**src/rtl/sel_modo_de_jogo.sv**
```systemverilog
// sel_modo_de_jogo
// ----------------------------------------------------------------------------
// Game-mode selector. The player steps through the modes with the "next"
// button and locks the choice with the "confirm" button. The choice stays
// locked until the game core raises game_over. The 2-bit mode code {A,B}
// feeds the 7-segment mode decoder.
//
// Both raw pushbuttons pass through a 2-flop synchroniser and a counter
// debouncer. Each debouncer produces a one-cycle press event on the
// debounced 0->1 edge. A release produces no event.
//
// Event semantics: a press event is a single-cycle pulse. The FSM reacts to
// it on the following rising edge. No event is lost or queued, and no
// backpressure exists.
//
// Ports
//   clk          in   system clock, all state on the rising edge
//   reset        in   synchronous, active-high reset
//   btn_next     in   raw, asynchronous, bouncy "next mode" button
//   btn_confirm  in   raw, asynchronous, bouncy "confirm" button
//   game_over    in   synchronous level from the game core, unlocks selection
//   A            out  mode code MSB (registered)
//   B            out  mode code LSB (registered)
//   locked       out  high while the mode is confirmed (the FSM state bit)
//   start        out  one-cycle pulse on the cycle the mode becomes locked
// ----------------------------------------------------------------------------
module sel_modo_de_jogo #(
   parameter int DEBOUNCE_CYCLES = 4,   // min 1
   parameter int NUM_MODES       = 4    // 1..4
) (
   input  logic clk,
   input  logic reset,
   input  logic btn_next,
   input  logic btn_confirm,
   input  logic game_over,
   output logic A,
   output logic B,
   output logic locked,
   output logic start
);

   localparam int              CW        = $clog2(DEBOUNCE_CYCLES + 1);
   localparam logic [CW-1:0]   CNT_LAST  = CW'(DEBOUNCE_CYCLES - 1);
   localparam logic [1:0]      MODE_LAST = 2'(NUM_MODES - 1);

   // Button index: bit 0 = next, bit 1 = confirm.
   localparam int BTN_NEXT    = 0;
   localparam int BTN_CONFIRM = 1;

   // ------------------------------------------------------------------------
   // Input conditioning
   // ------------------------------------------------------------------------
   logic [1:0]    raw;
   logic [1:0]    sync1_q, sync1_d;
   logic [1:0]    sync2_q, sync2_d;
   logic          vld1_q, vld1_d;       // sync1 holds a post-reset sample
   logic          vld2_q, vld2_d;       // sync2 holds a post-reset sample
   logic [1:0]    deb_q, deb_d;
   logic [CW-1:0] cnt_q [2];
   logic [CW-1:0] cnt_d [2];
   logic [1:0]    armed_q, armed_d;
   logic [1:0]    press_q, press_d;

   assign raw = {btn_confirm, btn_next};

   // A button held through reset release must not produce an event.
   // Each button is "armed" only after a valid low level has been seen on
   // its synchronised input since reset. The vld flags keep the cleared
   // synchroniser contents from counting as a real low sample.
   always_comb begin
      sync1_d = raw;
      sync2_d = sync1_q;
      vld1_d  = 1'b1;
      vld2_d  = vld1_q;
      deb_d   = deb_q;
      cnt_d   = cnt_q;
      armed_d = armed_q;
      press_d = '0;
      for (int i = 0; i < 2; i++) begin
         if (sync2_q[i] == deb_q[i]) begin
            cnt_d[i] = '0;
         end else if (cnt_q[i] == CNT_LAST) begin
            // This cycle is the DEBOUNCE_CYCLES-th consecutive difference.
            deb_d[i] = sync2_q[i];
            cnt_d[i] = '0;
         end else begin
            cnt_d[i] = cnt_q[i] + 1'b1;
         end
         armed_d[i] = armed_q[i] | (vld2_q & ~sync2_q[i]);
         press_d[i] = deb_d[i] & ~deb_q[i] & armed_q[i];
      end
   end

   always_ff @(posedge clk) begin
      if (reset) begin
         sync1_q <= '0;
         sync2_q <= '0;
         vld1_q  <= 1'b0;
         vld2_q  <= 1'b0;
         deb_q   <= '0;
         cnt_q   <= '{default: '0};
         armed_q <= '0;
         press_q <= '0;
      end else begin
         sync1_q <= sync1_d;
         sync2_q <= sync2_d;
         vld1_q  <= vld1_d;
         vld2_q  <= vld2_d;
         deb_q   <= deb_d;
         cnt_q   <= cnt_d;
         armed_q <= armed_d;
         press_q <= press_d;
      end
   end

   logic next_ev;
   logic confirm_ev;

   assign next_ev    = press_q[BTN_NEXT];
   assign confirm_ev = press_q[BTN_CONFIRM];

   // ------------------------------------------------------------------------
   // Mode FSM
   // ------------------------------------------------------------------------
   typedef enum logic {
      ST_SELECT = 1'b0,
      ST_LOCKED = 1'b1
   } state_t;

   state_t     state_q, state_d;
   logic [1:0] mode_q, mode_d;
   logic       start_q, start_d;

   // State register, together with the registered outputs.
   always_ff @(posedge clk) begin
      if (reset) begin
         state_q <= ST_SELECT;
         mode_q  <= 2'b00;
         start_q <= 1'b0;
      end else begin
         state_q <= state_d;
         mode_q  <= mode_d;
         start_q <= start_d;
      end
   end

   // Next state. In LOCKED, button events are ignored. In SELECT, game_over
   // is ignored.
   always_comb begin
      state_d = state_q;
      case (state_q)
         ST_SELECT: if (confirm_ev) state_d = ST_LOCKED;
         ST_LOCKED: if (game_over)  state_d = ST_SELECT;
         default:   state_d = ST_SELECT;
      endcase
   end

   // Next values of the registered outputs. Confirm takes priority over
   // next, so a simultaneous pair locks the current mode unchanged.
   always_comb begin
      mode_d  = mode_q;
      start_d = 1'b0;
      if (state_q == ST_SELECT) begin
         if (confirm_ev) begin
            start_d = 1'b1;
         end else if (next_ev) begin
            mode_d = (mode_q == MODE_LAST) ? 2'b00 : mode_q + 2'b01;
         end
      end
   end

   assign A      = mode_q[1];
   assign B      = mode_q[0];
   assign locked = (state_q == ST_LOCKED);
   assign start  = start_q;

endmodule
```
**config.mk**
```make
export PLATFORM = sky130hd
export DESIGN_NAME = sel_modo_de_jogo
export DESIGN_NICKNAME = d
export VERILOG_FILES = /design/src/rtl/sel_modo_de_jogo.sv
export SDC_FILE = /design/constraint.sdc
export NUM_CORES = 1
export LEC_CHECK = 0
export BUFFER_PORTS_ARGS = -buffer_cell sky130_fd_sc_hd__buf_2
export CORE_ASPECT_RATIO = 1.75
export CORE_MARGIN = 5
export CORE_UTILIZATION = 29
export CTS_CLUSTER_DIAMETER = 50
export DETAILED_ROUTE_END_ITERATION = 10
export GPL_ROUTABILITY_DRIVEN = 0
export PLACE_DENSITY = 0.48
export SYNTH_ARGS = -nofsm -noshare
export SYNTH_HDL_FRONTEND = slang
export SYNTH_SLANG_ARGS = --single-unit
```
**constraint.sdc**
```tcl
create_clock -name clk -period 2.5 [get_ports clk]
set_clock_uncertainty 0.2 [all_clocks]
set_input_delay 0.375 -clock clk [delete_from_list [all_inputs] [get_ports clk]]
set_output_delay 0.375 -clock clk [all_outputs]
set_load 0.01 [all_outputs]
```
==> flow_summary.toml, run 1 <==
[detailed_routing]
detail_route.vias_per_cell = 4.56
vias_post_dr = 474
drt_drc_violations_left = 0
1st_iter_drt_viols = 2
detail-route-antenna-nets = 0
drtPass1Iterations = 2
wl_per_cell_um = 10.2
routed_wirelength_um = 1060

[critical_path]
crit_chain = "buf_2"
worst_path_max_delay_cell = "sky130_fd_sc_hd__dfxtp_1"
path_class = "register to output port"
worst-path-max-fanout = 5
type_of_destination_of_the_critical_path = "output port"
critical_path.n_buffers_inverters = 1
critical-path-max-stage-delay_ns = 0.40
critical_path.top_delay_family = "flip-flops"
critical_path_required_ns = 1.92
worst_setup_path_start_kind = "register"
cp.arrival_ns = 0.81

[finish]
finish.net_count = 88
area_growth_pct = 14.7
drive_gt1_frac = 0.208
filler_cell_count = 272
insertedDiodeCount = 0

[logic_synthesis]
ys_ff_latch = 22
syn_avg_cell_area_um2 = 11.8
yosys_warnings = 0
postSynthCellCount = 67
synth.lib_cells_used.distinct = 19
synth_nets = 77
sequential_area_share_after_synthesis = 0.557
netlist_area_pre_place_um2 = 791

[global_routing]
maximum_number_of_pins_on_one_net_before_global_route_repair = 23
global_route_congestion_overflow_total = 0
grt_pass1_wl_um = 1790
antenna_found_initial = 0
first_global_vias = 437
global_route.usage.total = 0.0597

[cts]
postCtsHoldBufs = 0
resized_cells_post_cts = 0
cts_max_level = 1
cts_max_path_buffers = 2
cts.clk_slew.worst_paths_ns = 0.07
root_buffer = "sky130_fd_sc_hd__clkbuf_8"
cts.sinks = 22
insertion_delay_ns = 0.26
post_cts_buffers = 0
cts_inserted_buffers = 3
cts_tree = "yes"

[sta]
worst_hold_slack_ns = 0.0993
post-route-period-util = 0.555
setup_viol = 0
timing.final.crit_period_ns = 1.39
finalSetupTns_ns = 0
max-slew-margin-rel = 0.748
clock.fmax_ghz = 0.720
final_hold_viol_count = 0
grt_setup_unrepaired = "no"
worst_slew_pin_slew_ns = 0.378
slew_violations = 0

[power]
cell_pwr_density_nw_per_um2 = 691
power_leakage_nw = 0.362
power_total_mw = 0.627
irDropWorstVdd_uv = 395

[outcome]
outcome = "finished clean"

[flow_run]
max_cap_viol_count = 0

[floorplan]
core_um2 = 2660
die-height_um = 79.1
initial_core_util = 0.297
dieWidth_um = 49.5
rows = 25
floorplan.io_pins = 9
full_die_area_um2 = 3910

[min_path]
worst_hold_path_type = "primary input to register"

[placed_design]
port_buffers = 8
dp_hpwl_um = 786
[metal layers]
metal  vias to the layer above  track usage  part of all wire
met2                         5       0.0917              0.49
met4                         0       0.0551             0.034
met3                         4       0.0169             0.024
met5                         -            0                 0
li1                        249            -                 -
met1                       216       0.0641              0.45
[per-stage QoR]
step                      cells  area (µm²)  worst slack, ns  utilization
after detailed placement    100         852             1.10        0.320
final                       104         907             1.11        0.341
after CTS                   104         907             1.09        0.341
after global placement      100         852             1.12        0.320
after floorplan              67         791             1.25            -
after global routing        104         907             1.06        0.341
[flip-flops by register name, indices dropped and copies added (netlist names)]
register / flops
cnt_q: 6
armed_q: 2
deb_q: 2
mode_q: 2
press_q: 2
sync1_q: 2
sync2_q: 2
locked: 1
start: 1
vld1_q: 1
vld2_q: 1
[final timing paths]
kind                         endpoint                 from  slack, ns  cells past startpoint
setup / recovery               locked    locked$_SDFF_PP0_       1.11                      1
hold / removal      locked$_SDFF_PP0_            game_over        0.1                      2
setup reg to reg  deb_q[1]$_SDFF_PP0_  cnt_q[0]$_SDFF_PP0_       1.18                      4
hold reg to reg   cnt_q[3]$_SDFF_PP0_  cnt_q[3]$_SDFF_PP0_       0.23                      1
[final cells by class]
class | instances | area (µm²) | area share
flip-flops and latches | 22 | 440 | 0.486
multi-input cells | 40 | 327 | 0.360
clock buffers | 4 | 55.1 | 0.0607
repair buffers | 8 | 40.0 | 0.0441
well taps | 27 | 33.8 | 0.0372
inverters | 3 | 11.3 | 0.0124
[worst reg2reg max path, cell delays in order, from the launching register on]
cell and delay (ns):
sky130_fd_sc_hd__dfxtp_1 0.34, sky130_fd_sc_hd__ha_1 0.15, sky130_fd_sc_hd__ha_1 0.26, sky130_fd_sc_hd__mux2i_1 0.21, sky130_fd_sc_hd__nor2_1 0.05
[Yosys cell counts]
cell type / n / share of area
sky130_fd_sc_hd__a211oi_1: 1 / 0.0095
sky130_fd_sc_hd__buf_2: 1 / 0.0063
sky130_fd_sc_hd__buf_4: 1 / 0.0095
sky130_fd_sc_hd__dfxtp_1: 22 / 0.56
sky130_fd_sc_hd__ha_1: 5 / 0.079
sky130_fd_sc_hd__inv_1: 3 / 0.014
sky130_fd_sc_hd__mux2_4: 1 / 0.019
sky130_fd_sc_hd__mux2i_1: 3 / 0.038
sky130_fd_sc_hd__nand2b_1: 2 / 0.016
sky130_fd_sc_hd__nand4b_1: 2 / 0.022
sky130_fd_sc_hd__nor2_1: 5 / 0.024
sky130_fd_sc_hd__nor2b_1: 8 / 0.063
sky130_fd_sc_hd__nor3_1: 1 / 0.0063
sky130_fd_sc_hd__nor3b_1: 1 / 0.0095
sky130_fd_sc_hd__nor3b_2: 1 / 0.016
sky130_fd_sc_hd__nor4_1: 4 / 0.032
sky130_fd_sc_hd__nor4b_2: 2 / 0.038
sky130_fd_sc_hd__o21a_1: 2 / 0.019
sky130_fd_sc_hd__xnor2_1: 2 / 0.022
[report_power, final]
group          internal [mW]  switching, mW  total [mW]
clock                  0.140          0.107       0.247
sequential             0.358        0.00364       0.362
combinational        0.00884        0.00926      0.0181
total                  0.507          0.120       0.627
[layout by cell type, fill, tap and decap left out]
cell type and n:
sky130_fd_sc_hd__a211oi_1 1, sky130_fd_sc_hd__buf_2 8, sky130_fd_sc_hd__clkbuf_8 4, sky130_fd_sc_hd__dfxtp_1 22, sky130_fd_sc_hd__ha_1 5, sky130_fd_sc_hd__inv_1 3
sky130_fd_sc_hd__mux2_4 1, sky130_fd_sc_hd__mux2i_1 3, sky130_fd_sc_hd__nand2b_1 2, sky130_fd_sc_hd__nand4b_1 2, sky130_fd_sc_hd__nor2_1 5, sky130_fd_sc_hd__nor2b_1 8
sky130_fd_sc_hd__nor3_1 1, sky130_fd_sc_hd__nor3b_1 1, sky130_fd_sc_hd__nor3b_2 1, sky130_fd_sc_hd__nor4_1 4, sky130_fd_sc_hd__nor4b_2 2, sky130_fd_sc_hd__o21a_1 2
sky130_fd_sc_hd__xnor2_1 2
[cells by family (layout without fill, tap and decap cells)]
| logic type | count (synthesis) | after routing | share of synthesized area |
|---|---|---|---|
| AO/OA/AOI/OAI | 3 | 3 | 0.0285 |
| XOR/XNOR | 2 | 2 | 0.0222 |
| adder cells (fa/ha/maj) | 5 | 5 | 0.0791 |
| buffers and inverters | 5 | 15 | 0.0301 |
| flip-flops | 22 | 22 | 0.557 |
| multiplexers | 4 | 4 | 0.0570 |
| AND/OR/NAND/NOR | 26 | 26 | 0.226 |
No activity file was read; power rests on OpenSTA's default activity.
==> run 2, diff against run 1 <==
==> constraint.sdc (replaced) <==
create_clock -name clk -period 1.4 [get_ports clk]
set_clock_uncertainty 0.2 [all_clocks]
set_input_delay 0.21 -clock clk [delete_from_list [all_inputs] [get_ports clk]]
set_output_delay 0.21 -clock clk [all_outputs]
set_load 0.01 [all_outputs]
==> run 2 against run 1 <==
Combinational power rose to 2.6 times the previous value. Non-clock buffer count up 6. Clock power up 79%. Routed wire length rose by 12%.
==> flow_summary.toml, run 2 (same netlist as run 1, synthesis figures left out) <==
[outcome]
outcome = "finished clean"

[cts]
cts_tree = "yes"
cts_inserted_buffers = 3
cts_max_level = 1
cts.sinks = 22
cts.clk_slew.worst_paths_ns = 0.07
insertion_delay_ns = 0.26
root_buffer = "sky130_fd_sc_hd__clkbuf_8"
cts_max_path_buffers = 2

[detailed_routing]
drt_drc_violations_left = 0
1st_iter_drt_viols = 17
detail_route.vias_per_cell = 4.53
vias_post_dr = 498
wl_per_cell_um = 10.9
drtPass1Iterations = 4
routed_wirelength_um = 1190
detail-route-antenna-nets = 0

[critical_path]
worst-path-max-fanout = 14
r2r_cells = 3
timing.reg2reg.setup_slack_ns = 0.10
cp.arrival_ns = 1.30
worst_setup_path_start_kind = "primary input"
path_class = "primary input to register"
type_of_destination_of_the_critical_path = "register"
worstReg2RegEnd = "cnt_q[2]$_SDFF_PP0_"
critical_path_required_ns = 1.37
crit-reg2reg-launch = "cnt_q[0]$_SDFF_PP0_"

[sta]
timing.final.crit_period_ns = 1.33
finalSetupTns_ns = 0
clock.fmax_ghz = 0.754
worst_hold_slack_ns = 0.231
grt_setup_unrepaired = "no"
slew_violations = 0
final_hold_viol_count = 0
max-slew-margin-rel = 0.762
post-route-worst-setup-slack_ns = 0.0737
post-route-period-util = 0.947
worst_slew_pin_slew_ns = 0.354
setup_viol = 0

[power]
cell_pwr_density_nw_per_um2 = 1160
clock_power_share = 0.390
p_comb_frac = 0.042
p_int_mw = 0.917
power_total_mw = 1.14
net-switching-power_mw = 0.220
irDropWorstVdd_uv = 768
power_leakage_nw = 0.387
switching_share = 0.193
power_frac_seq = 0.569

[floorplan]
rows = 25
full_die_area_um2 = 3910
dieWidth_um = 49.5
initial_core_util = 0.297
die-height_um = 79.1
core_um2 = 2660
floorplan.io_pins = 9

[finish]
most_common_cell_after_layout_fill_and_taps_aside = "sky130_fd_sc_hd__dfxtp_1"
finalNonFillerCells = 110
filler_cell_count = 257
area_growth_pct = 23.6
layout.cells.most_common_list = "sky130_fd_sc_hd__dfxtp_1, sky130_fd_sc_hd__nor2b_1, sky130_fd_sc_hd__buf_2, sky130_fd_sc_hd__nor2_1"
finish.net_count = 94
number_of_flip_flops_under_the_largest_register_name = 6
insertedDiodeCount = 0
registers.top_by_ff_count = "cnt_q"
drive_gt1_frac = 0.253

[global_routing]
first_global_vias = 509
maximum_number_of_pins_on_one_net_before_global_route_repair = 15
global_route_congestion_overflow_total = 0
grt_pass1_wl_um = 2040
antenna_found_initial = 0
global_route.usage.total = 0.0697

[min_path]
min_to = "cnt_q[3]$_SDFF_PP0_"
worst_hold_path_type = "register to register"
launch_instance_of_the_worst_min_delay_path = "cnt_q[3]$_SDFF_PP0_"
worstHoldPathCells = 1

[placed_design]
port_buffers = 8
dp_worst_setup_slack_ns = 0.0626
dp_hpwl_um = 862
dp_cells = 102

[flow_run]
max_cap_viol_count = 0
[run 2: cell types whose count changed in the layout (fill, tap and decap cells not counted)]
cell,before,now
sky130_fd_sc_hd__ha_2,0,2
sky130_fd_sc_hd__nor4_1,4,3
sky130_fd_sc_hd__dlygate4sd3_1,0,4
sky130_fd_sc_hd__nor4_2,0,1
sky130_fd_sc_hd__ha_1,5,3
sky130_fd_sc_hd__buf_6,0,1
sky130_fd_sc_hd__buf_4,0,1
[run 2: what timing repair did]
item                       CTS  global route
hold buffers                 4             0
hold endpoints to repair     4             0
resized for setup            0             4
setup endpoints to repair    0             8
buffers inserted             0             0
[run 2: layer usage]
layer / wire [µm] / track usage / part of all wire / vias to the layer above
li1: - / - / - / 259
met1: 487 / 0.0676 / 0.41 / 235
met2: 647 / 0.114 / 0.54 / 2
met3: 26 / 0.0225 / 0.022 / 2
met4: 33 / 0.0630 / 0.028 / 0
met5: 0 / 0 / 0 / -
[run 2: layout make-up]
class / count / area (µm²) / area share
Sequential cell: 22 / 440 / 0.451
Tap cell: 27 / 33.8 / 0.0346
Timing Repair Buffer: 14 / 98.8 / 0.101
Clock buffer: 4 / 55.1 / 0.0563
Inverter: 3 / 11.3 / 0.0115
Multi-Input combinational cell: 40 / 338 / 0.346
[run 2: stage by stage]
stage / area (µm²) / utilization
floorplan: 791 / -
global placement: 867 / 0.326
detailed placement: 867 / 0.326
CTS: 962 / 0.362
global route: 977 / 0.368
finish: 977 / 0.368
[run 2: worst max-delay path by stage]
stage | from | endpoint | slack (ns) | cells after the start
2_1_floorplan | cnt_q[0]$_SDFF_PP0_ | cnt_q[2]$_SDFF_PP0_ | 0.15 | 3
3_5_place_dp | cnt_q[3]$_SDFF_PP0_ | cnt_q[4]$_SDFF_PP0_ | 0.06 | 3
4_1_cts | reset | cnt_q[4]$_SDFF_PP0_ | 0.03 | 4
5_1_grt | reset | cnt_q[1]$_SDFF_PP0_ | 0.03 | 4
3_3_place_gp | cnt_q[3]$_SDFF_PP0_ | cnt_q[5]$_SDFF_PP0_ | 0.12 | 3
6_report | reset | cnt_q[4]$_SDFF_PP0_ | 0.07 | 4
[run 2: power by group through the flow]
stage               combinational (mW)  sequential, mW  clock (mW)
global placement                0.0373           0.661           0
finish                          0.0473           0.647       0.443
global route                    0.0533           0.648       0.487
floorplan                       0.0262           0.659           0
detailed placement              0.0377           0.661           0
CTS                             0.0463           0.647       0.465
[run 2: critical path: stages]
cell and delay (ns):
sky130_fd_sc_hd__dlygate4sd3_1 0.53, sky130_fd_sc_hd__buf_2 0.16, sky130_fd_sc_hd__buf_6 0.16, sky130_fd_sc_hd__nor4b_2 0.24
